**src/rtl/regfile_pkg.sv**
```systemverilog
// rtl/regfile_pkg.sv - shared register-file defaults and address/data typedefs
package regfile_pkg;

    localparam int DEF_DATA_W = 16;
    localparam int DEF_ADDR_W = 3;

    typedef logic [DEF_ADDR_W-1:0] reg_addr_t;
    typedef logic [DEF_DATA_W-1:0] reg_data_t;

endpackage

```
**src/rtl/regfile_sb_if.sv**
```systemverilog
// rtl/regfile_sb_if.sv - decode/write-back bus of the scoreboarded register file
interface regfile_sb_if
    import regfile_pkg::*;
#(
    parameter int DATA_W = DEF_DATA_W,
    parameter int ADDR_W = DEF_ADDR_W
);
    localparam int NREGS = 2 ** ADDR_W;

    logic [ADDR_W-1:0]       rs0;
    logic [ADDR_W-1:0]       rs1;
    logic [ADDR_W-1:0]       rd;
    logic                    r_latch;
    logic [DATA_W-1:0]       busD_in;
    logic                    res_en;
    logic [ADDR_W-1:0]       res_addr;
    logic [DATA_W-1:0]       bus0;
    logic [DATA_W-1:0]       bus1;
    logic [DATA_W-1:0]       busD_out;
    logic                    busy0;
    logic                    busy1;
    logic                    busyD;
    logic                    stall;
    logic                    res_conflict;
    logic [DATA_W*NREGS-1:0] regs_flat;

    modport master (
        output rs0, rs1, rd, r_latch, busD_in, res_en, res_addr,
        input  bus0, bus1, busD_out, busy0, busy1, busyD, stall, res_conflict, regs_flat
    );

    modport slave (
        input  rs0, rs1, rd, r_latch, busD_in, res_en, res_addr,
        output bus0, bus1, busD_out, busy0, busy1, busyD, stall, res_conflict, regs_flat
    );
endinterface

```
**src/rtl/regfile_sb_score.sv**
```systemverilog
// rtl/regfile_sb_score.sv - per-register pending-write bits and reserve conflict flag
module regfile_sb_score
    import regfile_pkg::*;
#(
    parameter int ADDR_W  = DEF_ADDR_W,
    parameter int ZERO_R0 = 0
) (
    input  logic                    clk,
    input  logic                    rst,
    input  logic [ADDR_W-1:0]       rd,
    input  logic                    r_latch,
    input  logic                    res_en,
    input  logic [ADDR_W-1:0]       res_addr,
    output logic [(2**ADDR_W)-1:0]  busy,
    output logic                    res_conflict
);
    localparam int NREGS = 2 ** ADDR_W;

    always_ff @(posedge clk) begin
        if (rst) begin
            busy         <= '0;
            res_conflict <= 1'b0;
        end else begin
            // A reserve beats a same-cycle write-back: the new owner is still pending.
            for (int i = 0; i < NREGS; i++) begin
                if (res_en && res_addr == ADDR_W'(i))
                    busy[i] <= 1'b1;
                else if (r_latch && rd == ADDR_W'(i))
                    busy[i] <= 1'b0;
            end
            if (ZERO_R0 != 0)
                busy[0] <= 1'b0;
            res_conflict <= res_en && busy[res_addr] && !(r_latch && rd == res_addr);
        end
    end

endmodule

```
**src/rtl/regfile_sb.sv**
```systemverilog
// rtl/regfile_sb.sv - register file with write-back scoreboard; REGFILE_BYPASS_EN adds write-through reads
module regfile_sb
    import regfile_pkg::*;
#(
    parameter int DATA_W  = DEF_DATA_W,
    parameter int ADDR_W  = DEF_ADDR_W,
    parameter int ZERO_R0 = 0
) (
    input  logic         clk,
    input  logic         rst,
    regfile_sb_if.slave  bus
);
    localparam int NREGS = 2 ** ADDR_W;

    logic [DATA_W-1:0] regs [NREGS];
    logic [NREGS-1:0]  busy;
    logic              wr_ok;
    logic [ADDR_W-1:0] raddr [3];
    logic [DATA_W-1:0] rdata [3];
    logic              rbusy [3];

    assign wr_ok = bus.r_latch && !(ZERO_R0 != 0 && bus.rd == '0);

    always_ff @(posedge clk) begin
        if (rst) begin
            for (int i = 0; i < NREGS; i++)
                regs[i] <= '0;
        end else if (wr_ok) begin
            regs[bus.rd] <= bus.busD_in;
        end
    end

    regfile_sb_score #(
        .ADDR_W  (ADDR_W),
        .ZERO_R0 (ZERO_R0)
    ) u_score (
        .clk          (clk),
        .rst          (rst),
        .rd           (bus.rd),
        .r_latch      (bus.r_latch),
        .res_en       (bus.res_en),
        .res_addr     (bus.res_addr),
        .busy         (busy),
        .res_conflict (bus.res_conflict)
    );

    assign raddr[0] = bus.rs0;
    assign raddr[1] = bus.rs1;
    assign raddr[2] = bus.rd;

    always_comb begin
        for (int p = 0; p < 3; p++) begin
            rdata[p] = regs[raddr[p]];
            rbusy[p] = busy[raddr[p]];
`ifdef REGFILE_BYPASS_EN
            // The completing write releases the register unless it is re-reserved now.
            if (wr_ok && bus.rd == raddr[p]) begin
                rdata[p] = bus.busD_in;
                rbusy[p] = bus.res_en && bus.res_addr == raddr[p];
            end
`endif
            if (ZERO_R0 != 0 && raddr[p] == '0) begin
                rdata[p] = '0;
                rbusy[p] = 1'b0;
            end
        end
    end

    assign bus.bus0     = rdata[0];
    assign bus.bus1     = rdata[1];
    assign bus.busD_out = rdata[2];
    assign bus.busy0    = rbusy[0];
    assign bus.busy1    = rbusy[1];
    assign bus.busyD    = rbusy[2];
    assign bus.stall    = rbusy[0] | rbusy[1];

    for (genvar g = 0; g < NREGS; g++) begin : g_flat
        assign bus.regs_flat[g*DATA_W +: DATA_W] = regs[g];
    end

endmodule
```
**src/flat_wrapper.sv**
```systemverilog
// flat-port wrapper written by rule: the top's interface ports become plain ports
module regfile_sb_flat import regfile_pkg::*;
#(
    parameter int DATA_W  = DEF_DATA_W,
    parameter int ADDR_W  = DEF_ADDR_W,
    parameter int ZERO_R0 = 0
)
  (clk, rst, bus_rs0, bus_rs1, bus_rd, bus_r_latch, bus_busD_in, bus_res_en, bus_res_addr, bus_bus0, bus_bus1, bus_busD_out, bus_busy0, bus_busy1, bus_busyD, bus_stall, bus_res_conflict, bus_regs_flat);
  regfile_sb_if #(.DATA_W(DATA_W), .ADDR_W(ADDR_W)) bus_i ();
  input  logic clk;
  input  logic rst;
  input wire logic [$bits(bus_i.rs0)-1:0] bus_rs0;
  input wire logic [$bits(bus_i.rs1)-1:0] bus_rs1;
  input wire logic [$bits(bus_i.rd)-1:0] bus_rd;
  input wire logic [$bits(bus_i.r_latch)-1:0] bus_r_latch;
  input wire logic [$bits(bus_i.busD_in)-1:0] bus_busD_in;
  input wire logic [$bits(bus_i.res_en)-1:0] bus_res_en;
  input wire logic [$bits(bus_i.res_addr)-1:0] bus_res_addr;
  output wire logic [$bits(bus_i.bus0)-1:0] bus_bus0;
  output wire logic [$bits(bus_i.bus1)-1:0] bus_bus1;
  output wire logic [$bits(bus_i.busD_out)-1:0] bus_busD_out;
  output wire logic [$bits(bus_i.busy0)-1:0] bus_busy0;
  output wire logic [$bits(bus_i.busy1)-1:0] bus_busy1;
  output wire logic [$bits(bus_i.busyD)-1:0] bus_busyD;
  output wire logic [$bits(bus_i.stall)-1:0] bus_stall;
  output wire logic [$bits(bus_i.res_conflict)-1:0] bus_res_conflict;
  output wire logic [$bits(bus_i.regs_flat)-1:0] bus_regs_flat;
  assign bus_i.rs0 = bus_rs0;
  assign bus_i.rs1 = bus_rs1;
  assign bus_i.rd = bus_rd;
  assign bus_i.r_latch = bus_r_latch;
  assign bus_i.busD_in = bus_busD_in;
  assign bus_i.res_en = bus_res_en;
  assign bus_i.res_addr = bus_res_addr;
  assign bus_bus0 = bus_i.bus0;
  assign bus_bus1 = bus_i.bus1;
  assign bus_busD_out = bus_i.busD_out;
  assign bus_busy0 = bus_i.busy0;
  assign bus_busy1 = bus_i.busy1;
  assign bus_busyD = bus_i.busyD;
  assign bus_stall = bus_i.stall;
  assign bus_res_conflict = bus_i.res_conflict;
  assign bus_regs_flat = bus_i.regs_flat;
  regfile_sb #(.DATA_W(DATA_W), .ADDR_W(ADDR_W), .ZERO_R0(ZERO_R0)) u_core (.clk(clk), .rst(rst), .bus(bus_i));
endmodule
```
**config.mk**
```make
export PLATFORM = sky130hd
export DESIGN_NAME = regfile_sb_flat
export DESIGN_NICKNAME = d
export VERILOG_FILES = /design/src/rtl/regfile_pkg.sv /design/src/rtl/regfile_sb_if.sv /design/src/rtl/regfile_sb_score.sv /design/src/rtl/regfile_sb.sv /design/src/flat_wrapper.sv
export SDC_FILE = /design/constraint.sdc
export NUM_CORES = 1
export LEC_CHECK = 0
export BUFFER_PORTS_ARGS = -buffer_cell sky130_fd_sc_hd__buf_2
export CAP_MARGIN = 20
export CORE_UTILIZATION = 49
export DETAILED_ROUTE_END_ITERATION = 10
export PLACE_DENSITY_LB_ADDON = 0.1
export SYNTH_ARGS = -nofsm -noshare
export SYNTH_HDL_FRONTEND = slang
export SYNTH_SLANG_ARGS = --single-unit
```
**constraint.sdc**
```tcl
create_clock -name clk -period 3.3 [get_ports clk]
set_input_delay 0.99 -clock clk [delete_from_list [all_inputs] [get_ports clk]]
set_output_delay 0.99 -clock clk [all_outputs]
set_load 0.005 [all_outputs]
```
# [Word-level counts from Yosys, hierarchy flattened]
# Memories as Yosys holds them, arrays and structs flattened.
# Index checks and enable logic that the tools add are counted.
[totals] ff_bits=9 latch_bits=0 ramBits=128 rom_bits=0 in_bits=32 output_inout_bits=181 wordCells=93 memories=1
[classes] add_sub_neg=0 mul=0 div=0 n_lt_le_gt_ge=4 n_eq_ne=15 n_shift=0 muxes=32 bitwise=1 n_reduce_logical=31
[mem_list] memory="u_core.regs" words=8 width=16 rd=11 rd_clocked_by_memory_dff=0 write_ports=8 line="regfile_sb.sv:15" source="logic [DATA_W-1:0] regs [NREGS];"
[op_table] op="1-bit two-way mux" count=26
[op_table] op="3-bit equality test (second input constant)" count=8
[op_table] op="1-bit logical AND" count=19
[op_table] op="3-bit by 4-bit < comparator with 1-bit output (second input constant)" count=4
[op_table] op="16-bit two-way mux" count=1
[op_table] op="2-bit nonzero test" count=8
[op_table] op="16-bit OR reduction" count=1
[op_table] op="1-bit binary-select mux with 3-bit select" count=4
[op_table] op="3-bit by 2-bit equality test with 1-bit output (second input constant)" count=4
[op_table] op="3-bit by 1-bit equality test with 1-bit output (second input constant)" count=2
[op_table] op="3-bit zero test" count=2
[op_table] op="3-bit equality test" count=1
[op_table] op="3-bit two-way mux" count=1
[op_table] op="1-bit zero test" count=1
[op_table] op="1-bit OR" count=1

# [Longest topological paths before layout]
# Gate-level depths: netlist of the first run.
[logic_depth] ltp_word=5 ltp_mapped=6 ltp_nobuf=3

# [Hierarchy]
# Synthesis of the first run repeated with hierarchy kept, for this count alone.
[hier_totals] hier_cells=588 hier_area_um2=8396.8
[modules_own_cells] mod="regfile_sb" instances=1 cells_per_inst=529 area_each_um2=7902.6 seq_area_each_um2=3843.7
[modules_own_cells] mod="regfile_sb_score" instances=1 cells_per_inst=59 area_each_um2=494.2 seq_area_each_um2=180.2

# [Worst setup path after synthesis of the first run]
# No wires, ideal clock.
[synth_timing] path_kind="input port to output port" from="input bus_rd[0]" to="output bus_busD_out[1]" arrival_ns=2.250 required_ns=2.310 setup_slack_ns=0.060 path_stages=4 n_path_buf=2 cell_sequence="buf_2 -> buf_2 -> mux4_2 -> mux2_2"
[synth_between] elab_chain_cells=1
[synth_rtl] element="start: declaration" line="flat_wrapper.sv:14" source="input wire logic [$bits(bus_i.rd)-1:0] bus_rd;"
[synth_rtl] element="memory 8 x 16 bit"
[synth_rtl] element="end: declaration" line="flat_wrapper.sv:21" source="output wire logic [$bits(bus_i.busD_out)-1:0] bus_busD_out;"
# Every way passes these cells.

# [Worst setup path after layout of the first run]
[layout_timing] from="input bus_rs0[1]" to="output bus_stall"
[layout_between] elab_chain_cells=3
[layout_rtl] element="start: declaration" line="flat_wrapper.sv:12" source="input wire logic [$bits(bus_i.rs0)-1:0] bus_rs0;"
[layout_rtl] element="1-bit binary-select mux with 3-bit select" line="regfile_sb.sv:54" source="rbusy[p] = busy[raddr[p]];"
[layout_rtl] element="1-bit two-way mux (not written as such)" line="regfile_sb.sv:54"
[layout_rtl] element="1-bit OR" line="regfile_sb.sv:75" source="assign bus.stall = rbusy[0] | rbusy[1];"
[layout_rtl] element="end: declaration" line="flat_wrapper.sv:25" source="output wire logic [$bits(bus_i.stall)-1:0] bus_stall;"
# Every way passes these cells. The select of a mux whose other input is x is not followed.

==> results of run 1 <==
repair_timing:
item,4_1_cts,5_1_grt
pin swaps,0,0
gates resized for setup,8,5
setup endpoints to repair,16,11
cloned,2,1
buffers inserted,1,0
through the flow:
step                utilization (%)  std cells  hold WS [ns]  setup WS, ns  cell area, sq um
finish                         63.6        982         0.512        0.0222             10600
global route                   63.6        982         0.545     -0.000498             10600
CTS                            63.4        981         0.512       0.00186             10600
detailed placement             59.3        946         0.502       -0.0410              9870
global placement               59.3        946         0.492       -0.0270              9870
floorplan                         -        527         0.457        0.0603              8400
layout by cell type, fill, tap and decap left out, types with 2 or more instances in the layout:
| cell type | netlist | routed |
|---|---|---|
| nand2_1 | 4 | 4 |
| nor2_1 | 5 | 2 |
| bufinv_16 | 0 | 3 |
| mux2_2 | 52 | 51 |
| a32o_1 | 2 | 2 |
| nor3_4 | 0 | 2 |
| mux4_1 | 5 | 4 |
| nand2b_1 | 3 | 3 |
| clkinv_1 | 0 | 2 |
| o21ai_1 | 3 | 3 |
| o21bai_2 | 0 | 3 |
| mux2i_1 | 2 | 2 |
| dfxtp_1 | 9 | 9 |
| nor2b_1 | 4 | 4 |
| edfxtp_1 | 128 | 128 |
| buf_6 | 3 | 2 |
| clkinvlp_4 | 0 | 4 |
| buf_12 | 2 | 11 |
| nor2_2 | 3 | 6 |
| inv_1 | 11 | 11 |
| buf_4 | 5 | 22 |
| xnor2_1 | 3 | 3 |
| nand3_1 | 2 | 2 |
| clkinv_4 | 0 | 3 |
| buf_16 | 0 | 2 |
| clkbuf_16 | 0 | 18 |
| inv_6 | 0 | 2 |
| mux4_2 | 97 | 98 |
| o32ai_1 | 3 | 3 |
| buf_2 | 19 | 207 |
| a31o_2 | 2 | 2 |
| and2_1 | 128 | 128 |
flip-flops by register name (all words and copies together) (netlist names):
signal and cells:
u_core.regs 128, u_core.u_score.busy 8, u_core.u_score.res_conflict 1
routing by layer:
layer / global-route usage [%] / wire length [um] / vias up
met4: 9.32 / 394 / 0
met5: 0 / 0 / -
met2: 46.7 / 12200 / 310
met3: 4.33 / 1820 / 33
li1: - / - / 2533
met1: 41.0 / 10600 / 3088
power breakdown:
group	internal, mW	switching [mW]
Clock	1.19	0.741
Sequential	2.02	0.126
Combinational	0.500	0.383
Total	3.71	1.25
path summary, 6_finish.rpt:
path	endpoint	slack, ns
worst min-delay path	u_core.u_score.busy[4]$_SDFFE_PP0P_	0.51
worst max register to register	u_core.u_score.res_conflict$_SDFF_PP0_	2.07
worst max-delay path	bus_stall	0.02
worst min register to register	u_core.u_score.busy[4]$_SDFFE_PP0P_	0.51
area by class of cell:
class	count	area, sq um
clock buffer	17	425
timing repair buffer	247	1550
fill	1282	6060
clock inverter	15	176
sequential	137	4020
tap	220	275
multi-input combinational	335	4100
inverter	11	41.3
cells by family after synthesis:
kind of cell,synth area share (%)
buffers and inverters,3.74
multiplexers,34.8
flip-flops,47.9
AO/OA/AOI/OAI,1.71
AND/OR/NAND/NOR,11.6
XOR/XNOR,0.313
worst max-delay path, stage by stage:
cell and delay (ns):
buf_4 0.13, mux4_1 0.54, mux2_2 0.28, or2_1 0.22, buf_2 0.12
==> results.md, run 1 <==
- Crit path DAT: around 2.3 ns
- Vias per std cell: about 6
- Mapped cell area: around 0.0084 sq mm
- CTS Buf Count: 17
- CP Max Fanout: 4
- GR Overflow Total: 0
- Largest net degree at the start of global routing: 41
- Net count, final: 781
- Largest cells by area after synthesis: edfxtp_1 (46%), mux4_2 (26%), and2_1 (9.5%), mux2_2 (7.0%), dfxtp_1 (2.1%)
- Setup crit start kind: input port
- CTS root buffer: clkbuf_16
- Synth cell types: 40
- Io pins: 213
- Die X: about 130 um
- Fraction of layout cells with a size suffix above 1: 57.7%
- Synthesized instance count: about 530
- Final TNS setup: 0 ns
- Count of final setup violators: 0
- Least-Margin Pin Slew: 0.868 ns
- Diodes inserted: 0
- Lkg Pwr: approximately 4.1 nW
- Slew Limit Fails: 0
- Worst r2r path cells: 3
- HP Class: reg2reg
- Ys async rst share: 0%
- Synth area leader: edfxtp_1
- Max Fclk: 305 MHz
- Vias in the first global route: between 5000 and 6000
- Wire length per cell: around 26 um
- Hold depth: 2
- Flops & latches, synth: about 140
- Clk Latency, worst-skew pair: between 0.4 and 0.5 ns
- Top cell type's share of synthesized area: 45.7%
- Overall Power: around 5.0 mW
- Crit Path Category: in2out
- DP HPWL: about 17000 um
- Full die area: ~0.018 sq mm
- H-tree depth: 4
- Crit share post-route: 99.3%
- Final min period: 3.28 ns
- Row count: 47
- Synthesis-to-finish area growth: 26.0%
- Final Hold Vio Count: 0
- CTS sink count: ~140
- # DRC: 0
- Clk slew on worst S/H paths: 0.06 ns
- Synth top cells by count: and2_1 (128), edfxtp_1 (128), mux4_2 (97)
- Initial drt markers: about 470
- Synth Area per Inst: between 15 and 20 sq um
- CORE AREA: between 0.015 and 0.02 sq mm
- Final WL: roughly 25000 um
- Vias: a little under 6000
- Warnings, synthesis: 0
- Sequential area share after synthesis: a little under half
- Clock buffer depth: 2
- Initial antenna violation count: 0
- Worst Setup End Kind: primary output
- Final ANT Viol Nets: 0
- Max IR drop VDD: between 0.0003 and 0.0004 V
- Die height: approximately 130 um
- GRT Total Usage: slightly below 30%
- TritonRoute pass-1 iters: 5
- First-pass GRT wire length: approximately 37000 um
- Max-cap violations: 0
- Syn_nets: about 560
- Hold bufs inserted after CTS: 0
- WP data required: about 2.3 ns
- Worst Hold Launch: u_core.u_score.busy[4]$_SDFFE_PP0P_
- Initial Utilization: between 50 and 60%
- Number of flops mapped to enable cells by yosys: around 130
- R2r startpoint: u_core.u_score.busy[6]$_SDFFE_PP0P_
- Post-synth top flop: edfxtp_1
- CTS tree: yes
- Buffers on Ports: 212
- PwrDens: approximately 470 mW/mm^2
- Skew final: approximately 0.0016 ns
- Worst Setup SP: bus_rs0[1]
- Final GP Congestion: about 0.84
- Status: completed
- Max-slew headroom: a little over two fifths
Power figures use the tool's default switching activity.
==> inputs of run 2 (changes only) <==
SETUP_SLACK_MARGIN = 0.3   (was unset)
==> run 2 against run 1 <==
Compared with the run above:
- non-clock buffer count rose by 15
- first-iteration DRC count grew 19%
- worst setup slack improved by 0.056 ns
- critical path type unchanged
==> results.md, run 2 (synthesized netlist as in run 1, its figures left out) <==
- Final WS setup: 0.0777 ns (+0.0555 ns)
- Worst Hold Launch: u_core.u_score.busy[3]$_SDFFE_PP0P_
- Diodes inserted: 0 (unchanged)
- Row count: 47 (unchanged)
- Vias per std cell: 6.20 (+2.0%)
- Crit path DAT: 2.23 ns (-0.06 ns)
- M1 GR Usage: 40.5% (-0.55 points)
- PwrDens: 466 mW/mm^2 (-0.51%)
- Wire length per cell: 26.8 um (+5.2%)
- TritonRoute pass-1 iters: 5 (unchanged)
- Overall Power: 5.28 mW (+6.5%)
- Final Hold Vio Count: 0 (unchanged)
- # DRC: 0 (unchanged)
- Io pins: 213 (unchanged)
- Vias in the first global route: 6112 (+3.4%)
- Final WL: 26700 um (+6.7%)
- Hold WS: 0.509 ns (-0.00336 ns)
- Slew Limit Fails: 0 (unchanged)
- Skew final: 0.000444 ns (-0.00118 ns)
- Synthesis-to-finish area growth: 34.9%
- Initial Utilization: 50.5% (unchanged)
- H-tree depth: 4 (unchanged)
- Fraction of layout cells with a size suffix above 1: 59.1% (+1.4 points)
- Max-cap violations: 0 (unchanged)
- Crit-path max cell delay: 0.51 ns (-0.03 ns)
- Least-Margin Pin Slew: 0.863 ns (-0.00554 ns)
- Delay-heaviest family, CP: multiplexers
- Met2 Use GR: 50.6% (+3.9 points)
- WP data required: 2.31 ns (about the same)
- CTS tree: yes
- GRT Total Usage: 31.2% (+2.2 points)
- Max IR drop VDD: 0.000341 V (-14%)
- Worst Setup SP: bus_rs1[0]
- Setup repair after global routing missed its margin: yes
- DP HPWL: 16700 um (-2.1%)
- Max-slew headroom: 42.4% (+0.37 points)
- Status: completed
- Routing usage on met3: 7.97% (+3.6 points)
- Die X: 133 um (unchanged)
- Commonest non-fill, non-tap cell in the layout: buf_2
- R2r startpoint: u_core.u_score.busy[6]$_SDFFE_PP0P_
- Crit Path Category: in2out
- Largest Register: u_core.regs
- Most frequent cells in the layout: buf_2 (170), and2_1 (128), edfxtp_1 (128)
- Regs by FF count: u_core.regs (128), u_core.u_score.busy (8), u_core.u_score.res_conflict (1)
- Worst Setup End Kind: primary output
- Die height: 133 um (unchanged)
- Final Util: 68.1% (+4.5 points)
- First-pass GRT wire length: 39300 um (+5.8%)
- Vias: 6172 (+3.5%)
- Initial antenna violation count: 0 (unchanged)
- HP Class: reg2reg
- Count of final setup violators: 0 (unchanged)
- CTS root buffer: clkbuf_16
- Final GP Congestion: 0.847 (+0.76%)
- Setup crit start kind: input port
- Clock buffer depth: 2 (unchanged)
- GR Overflow Total: 0 (unchanged)
- CORE AREA: 0.0166 sq mm (unchanged)
- Largest net degree at the start of global routing: 31 (-24%)
- Initial drt markers: 561 (+19%)
- CTS sink count: 137 (unchanged)
- Lkg Pwr: 4.53 nW (+9.6%)
- Worst Path Buf+Inv: 3 (+1)
- Number of flip-flops under the largest register name: 128 (unchanged)
- Clk Latency, worst-skew pair: 0.42 ns (about the same)
- Crit-path slowest cell: mux4_2
- Full die area: 0.0177 sq mm (unchanged)
- Net count, final: 796 (+1.9%)
- Buffers on Ports: 212 (unchanged)
- Clk slew on worst S/H paths: 0.06 ns (about the same)
- Worst path cell trace: buf_16, buf_12, mux4_2, mux2_4, buf_6
- Final ANT Viol Nets: 0 (unchanged)
- Placement Setup Slack: -0.0348 ns (+0.00615 ns)
- GRT busiest layer: met2
- Crit share post-route: 97.6% (-1.7 points)
- CP Max Fanout: 7 (+3)
- Final min period: 3.22 ns (-0.0555 ns)
- CTS Buf Count: 17 (unchanged)
- Max Fclk: 310 MHz (+1.7%)
==> run 2: cell types whose count changed in the layout (fill, tap and decap cells not counted), moves of 4 or more <==
| cell | before | now |
|---|---|---|
| buf_16 | 2 | 15 |
| buf_2 | 207 | 170 |
| buf_4 | 22 | 26 |
| buf_6 | 2 | 39 |
| mux2_2 | 51 | 13 |
| mux2_4 | 1 | 39 |
| mux4_1 | 4 | 0 |
| mux4_2 | 98 | 102 |
==> run 2: cell type report <==
cell class	count	area, sq um
clock buffers	18	429
fillers	1145	5310
repair buffers	262	2140
well taps	220	275
clock inverters	13	203
inverters	11	41.3
multi-input cells	335	4220
flip-flops and latches	137	4020
==> run 2: worst paths after layout <==
check                           cells past startpoint                                      to  slack [ns]
worst max-delay path                                5                             bus_bus1[3]        0.08
worst min-delay path                                2     u_core.u_score.busy[3]$_SDFFE_PP0P_        0.51
worst max register to register                      3  u_core.u_score.res_conflict$_SDFF_PP0_        2.11
worst min register to register                      2     u_core.u_score.busy[3]$_SDFFE_PP0P_        0.51
==> run 2: repair_timing <==
item / in CTS / in global routing
hold buffers: 0 / 0
buffers inserted: 5 / 2
hold endpoints to repair: 0 / 0
gates cloned: 12 / 1
gates resized for setup: 76 / 39
setup endpoints to repair: 52 / 50
pin swaps: 1 / 1
==> run 2: power by group <==
group / total, mW / switching (mW) / internal [mW]
registers: 2.14 / 0.125 / 2.02
logic: 1.08 / 0.432 / 0.652
clock network: 2.05 / 0.721 / 1.33
==> run 2: layer usage <==
| metal | part of all wire (%) | vias to the layer above |
|---|---|---|
| li1 | - | 2574 |
| met1 | 39 | 3177 |
| met2 | 50 | 365 |
| met3 | 8.3 | 56 |
| met4 | 3.1 | 0 |
| met5 | 0 | - |
==> run 2: worst register-to-register path, delay by kind of cell, from the launching register on <==
family	cells	cell delay, ns
flops	1	0.43
simple gates	1	0.29
compound gates	1	0.26
mux	1	0.11
==> run 2: metrics by stage <==
step	cell area (sq um)	TNS (ns)	instances
after floorplan	8530	0	527
after global placement	9820	-0.0452	945
after detailed placement	9820	-0.117	945
after CTS	11100	0	993
after global routing	11300	0	996
final	11300	0	996
==> inputs of run 3 (changes only) <==
BUFFER_PORTS_ARGS = unset   (was -buffer_cell sky130_fd_sc_hd__buf_2)
CORE_UTILIZATION = 55   (was 49)
DONT_BUFFER_PORTS = 1   (was unset)
==> run 3 against run 2 <==
Compared with the run above:
- the flow now finishes with violations (DRC)
- cell count down 28%
- clock skew is essentially flat
- via count decreased by 18%
- clock power down 17%
- sequential cell count did not move
- utilization shrank 6.7 points
- routed wire length decreased by 15%
- combinational power fell by 53%
- global-route usage is 1.5 points lower
- sequential share of layout area grew 9.1 points
- non-clock buffer count fell by 247
- largest power group unchanged
- highest routed layer unchanged
==> results.md, run 3 (synthesized netlist as in run 1, its figures left out) <==
- Status: complete, but fails checks
- FF/Latch Area: 0.00402 sq mm (unchanged)
- Multi-input logic area: 0.00407 sq mm (-3.5%)
- Gate power share: 11.5% (-9.0 points)
- R2r startpoint: u_core.u_score.busy[7]$_SDFFE_PP0P_
- Clock share of power: 38.8% (about the same)
- Max IR drop VDD: 0.000363 V (+6.3%)
- Crit Path Category: in2out
- Skew final: 0.000847 ns (+0.000403 ns)
- Setup repair after global routing missed its margin: yes
- Most frequent cells in the layout: and2_1 (128), edfxtp_1 (128), mux4_2 (100)
- Final ANT Viol Nets: 0 (unchanged)
- Die X: 126 um (-5.5%)
- Lkg Pwr: 3.06 nW (-32%)
- Setup crit start kind: input port
- Full die area: 0.0158 sq mm (-11%)
- CTS sink count: 137 (unchanged)
- Cell Area, Placed: 0.00851 sq mm (-13%)
- Vias in the first global route: 5190 (-15%)
- First-pass GRT wire length: 33400 um (-15%)
- Synthesis-to-finish area growth: 7.42%
- Initial antenna violation count: 0 (unchanged)
- Post-route cell area: 0.00902 sq mm (-20%)
- GRT Total Usage: 29.7% (-1.5 points)
- # DRC: 14 (+14)
- Max-slew headroom: 50.4% (+7.9 points)
- H-tree depth: 4 (unchanged)
- Wire length per cell: 31.7 um (+18%)
- Fillers: 1054 (-7.9%)
- WP data required: 2.31 ns (about the same)
- Hold bufs inserted after CTS: 0 (unchanged)
- Slew Limit Fails: 0 (unchanged)
- Vias per std cell: 7.08 (+14%)
- Post CTS Setup Buffer Count: 0 (-5)
- Pint: 3.36 mW (-16%)
- CP Max Fanout: 34 (+27)
- TritonRoute pass-1 iters: 8 (+3)
- Io pins: 213 (unchanged)
- GR Overflow Total: 0 (unchanged)
- Largest Register: u_core.regs
- Crit path DAT: 1.99 ns (-0.24 ns)
- Worst Setup SP: bus_rs0[1]
- Failing checks: DRC
- Final Util: 61.4% (-6.7 points)
- CORE AREA: 0.0147 sq mm (-12%)
- Overall Power: 4.37 mW (-17%)
- Final TNS setup: 0 ns (unchanged)
- Net count, final: 549 (-31%)
- Final GP Congestion: 0.818 (-3.4%)
- Regs by FF count: u_core.regs (128), u_core.u_score.busy (8), u_core.u_score.res_conflict (1)
- Switch share: 23.2% (-0.96 points)
- Count of final setup violators: 0 (unchanged)
- Final min period: 2.98 ns (-0.243 ns)
- Clk slew on worst S/H paths: 0.06 ns (about the same)
- Clk Latency, worst-skew pair: 0.42 ns (about the same)
- Final Hold Vio Count: 0 (unchanged)
- Vias: 5048 (-18%)
- Clock buffer depth: 2 (unchanged)
- Number of flip-flops under the largest register name: 128 (unchanged)
- HP Class: reg2reg
- Buffers on Ports: 0 (-100%)
- Max-cap violations: 0 (unchanged)
- Initial drt markers: 460 (-18%)
- Worst Hold Launch: u_core.u_score.busy[0]$_SDFFE_PP0P_
- Register share of total power: 49.6% (+9.0 points)
- CTS Buf Count: 17 (unchanged)
- Switching Power: 1.02 mW (-20%)
- Final WL: 22600 um (-15%)
- Fraction of layout cells with a size suffix above 1: 38.2% (-21 points)
- PwrDens: 485 mW/mm^2 (+4.0%)
- Post_cts resized: 0 (-100%)
- Row count: 44 (-6.4%)
- Least-Margin Pin Slew: 0.742 ns (-0.121 ns)
- Worst Setup End Kind: primary output
- Max Fclk: 336 MHz (+8.1%)
- CTS tree: yes
- Diodes inserted: 0 (unchanged)
- Die height: 126 um (-5.5%)
- Crit share post-route: 90.3% (-7.4 points)
- Initial Utilization: 57.2% (+6.7 points)
- CTS root buffer: clkbuf_16
- DP HPWL: 14800 um (-11%)
- Largest net degree at the start of global routing: 45 (+45%)
==> run 3: cell types whose count changed in the layout (fill, tap and decap cells not counted), sizes merged <==
cell,delta
clkinv,+4
clkinvlp,-1
buf,-246
bufinv,-4
==> run 3: worst paths after layout <==
check             slack [ns]                                      to  cells after the start
setup / recovery        0.32                               bus_stall                      3
hold / removal          0.52     u_core.u_score.busy[0]$_SDFFE_PP0P_                      2
setup reg to reg        2.13  u_core.u_score.res_conflict$_SDFF_PP0_                      3
hold reg to reg         0.52     u_core.u_score.busy[0]$_SDFFE_PP0P_                      2
==> run 3: area by class of cell <==
class	instances	area share, %
clock inverter	12	0.943
tap	184	2.55
clock buffer	19	4.80
multi-input combinational	335	45.1
inverter	11	0.458
timing repair buffer	15	1.53
sequential	137	44.6
==> run 3: stage by stage <==
stage / worst slack, ns / std cells / hold slack [ns]
CTS: 0.320 / 713 / 0.510
detailed placement: 0.320 / 682 / 0.502
finish: 0.320 / 713 / 0.517
global route: 0.286 / 713 / 0.537
global placement: 0.322 / 682 / 0.493
floorplan: 0.234 / 527 / 0.461
==> run 3: worst max-delay path, cell delays in order <==
cell and delay [ns]:
mux4_2 0.47, mux2_4 0.29, or2_1 0.24
==> run 3: per-layer routing <==
layer	wire, um	vias to the layer above	track usage [%]
met2	11000	268	46.6
met5	0	-	0
met4	397	0	9.97
met1	8940	2678	39.9
li1	-	2074	-
met3	2240	28	9.07
==> run 3: power by group through the flow <==
stage | sequential [mW] | clock [mW] | combinational [mW]
3_3_place_gp | 2.20 | 0 | 0.499
3_5_place_dp | 2.20 | 0 | 0.506
5_1_grt | 2.19 | 1.77 | 0.530
6_report | 2.17 | 1.70 | 0.505
4_1_cts | 2.17 | 1.70 | 0.507
2_1_floorplan | 2.14 | 0 | 0.512
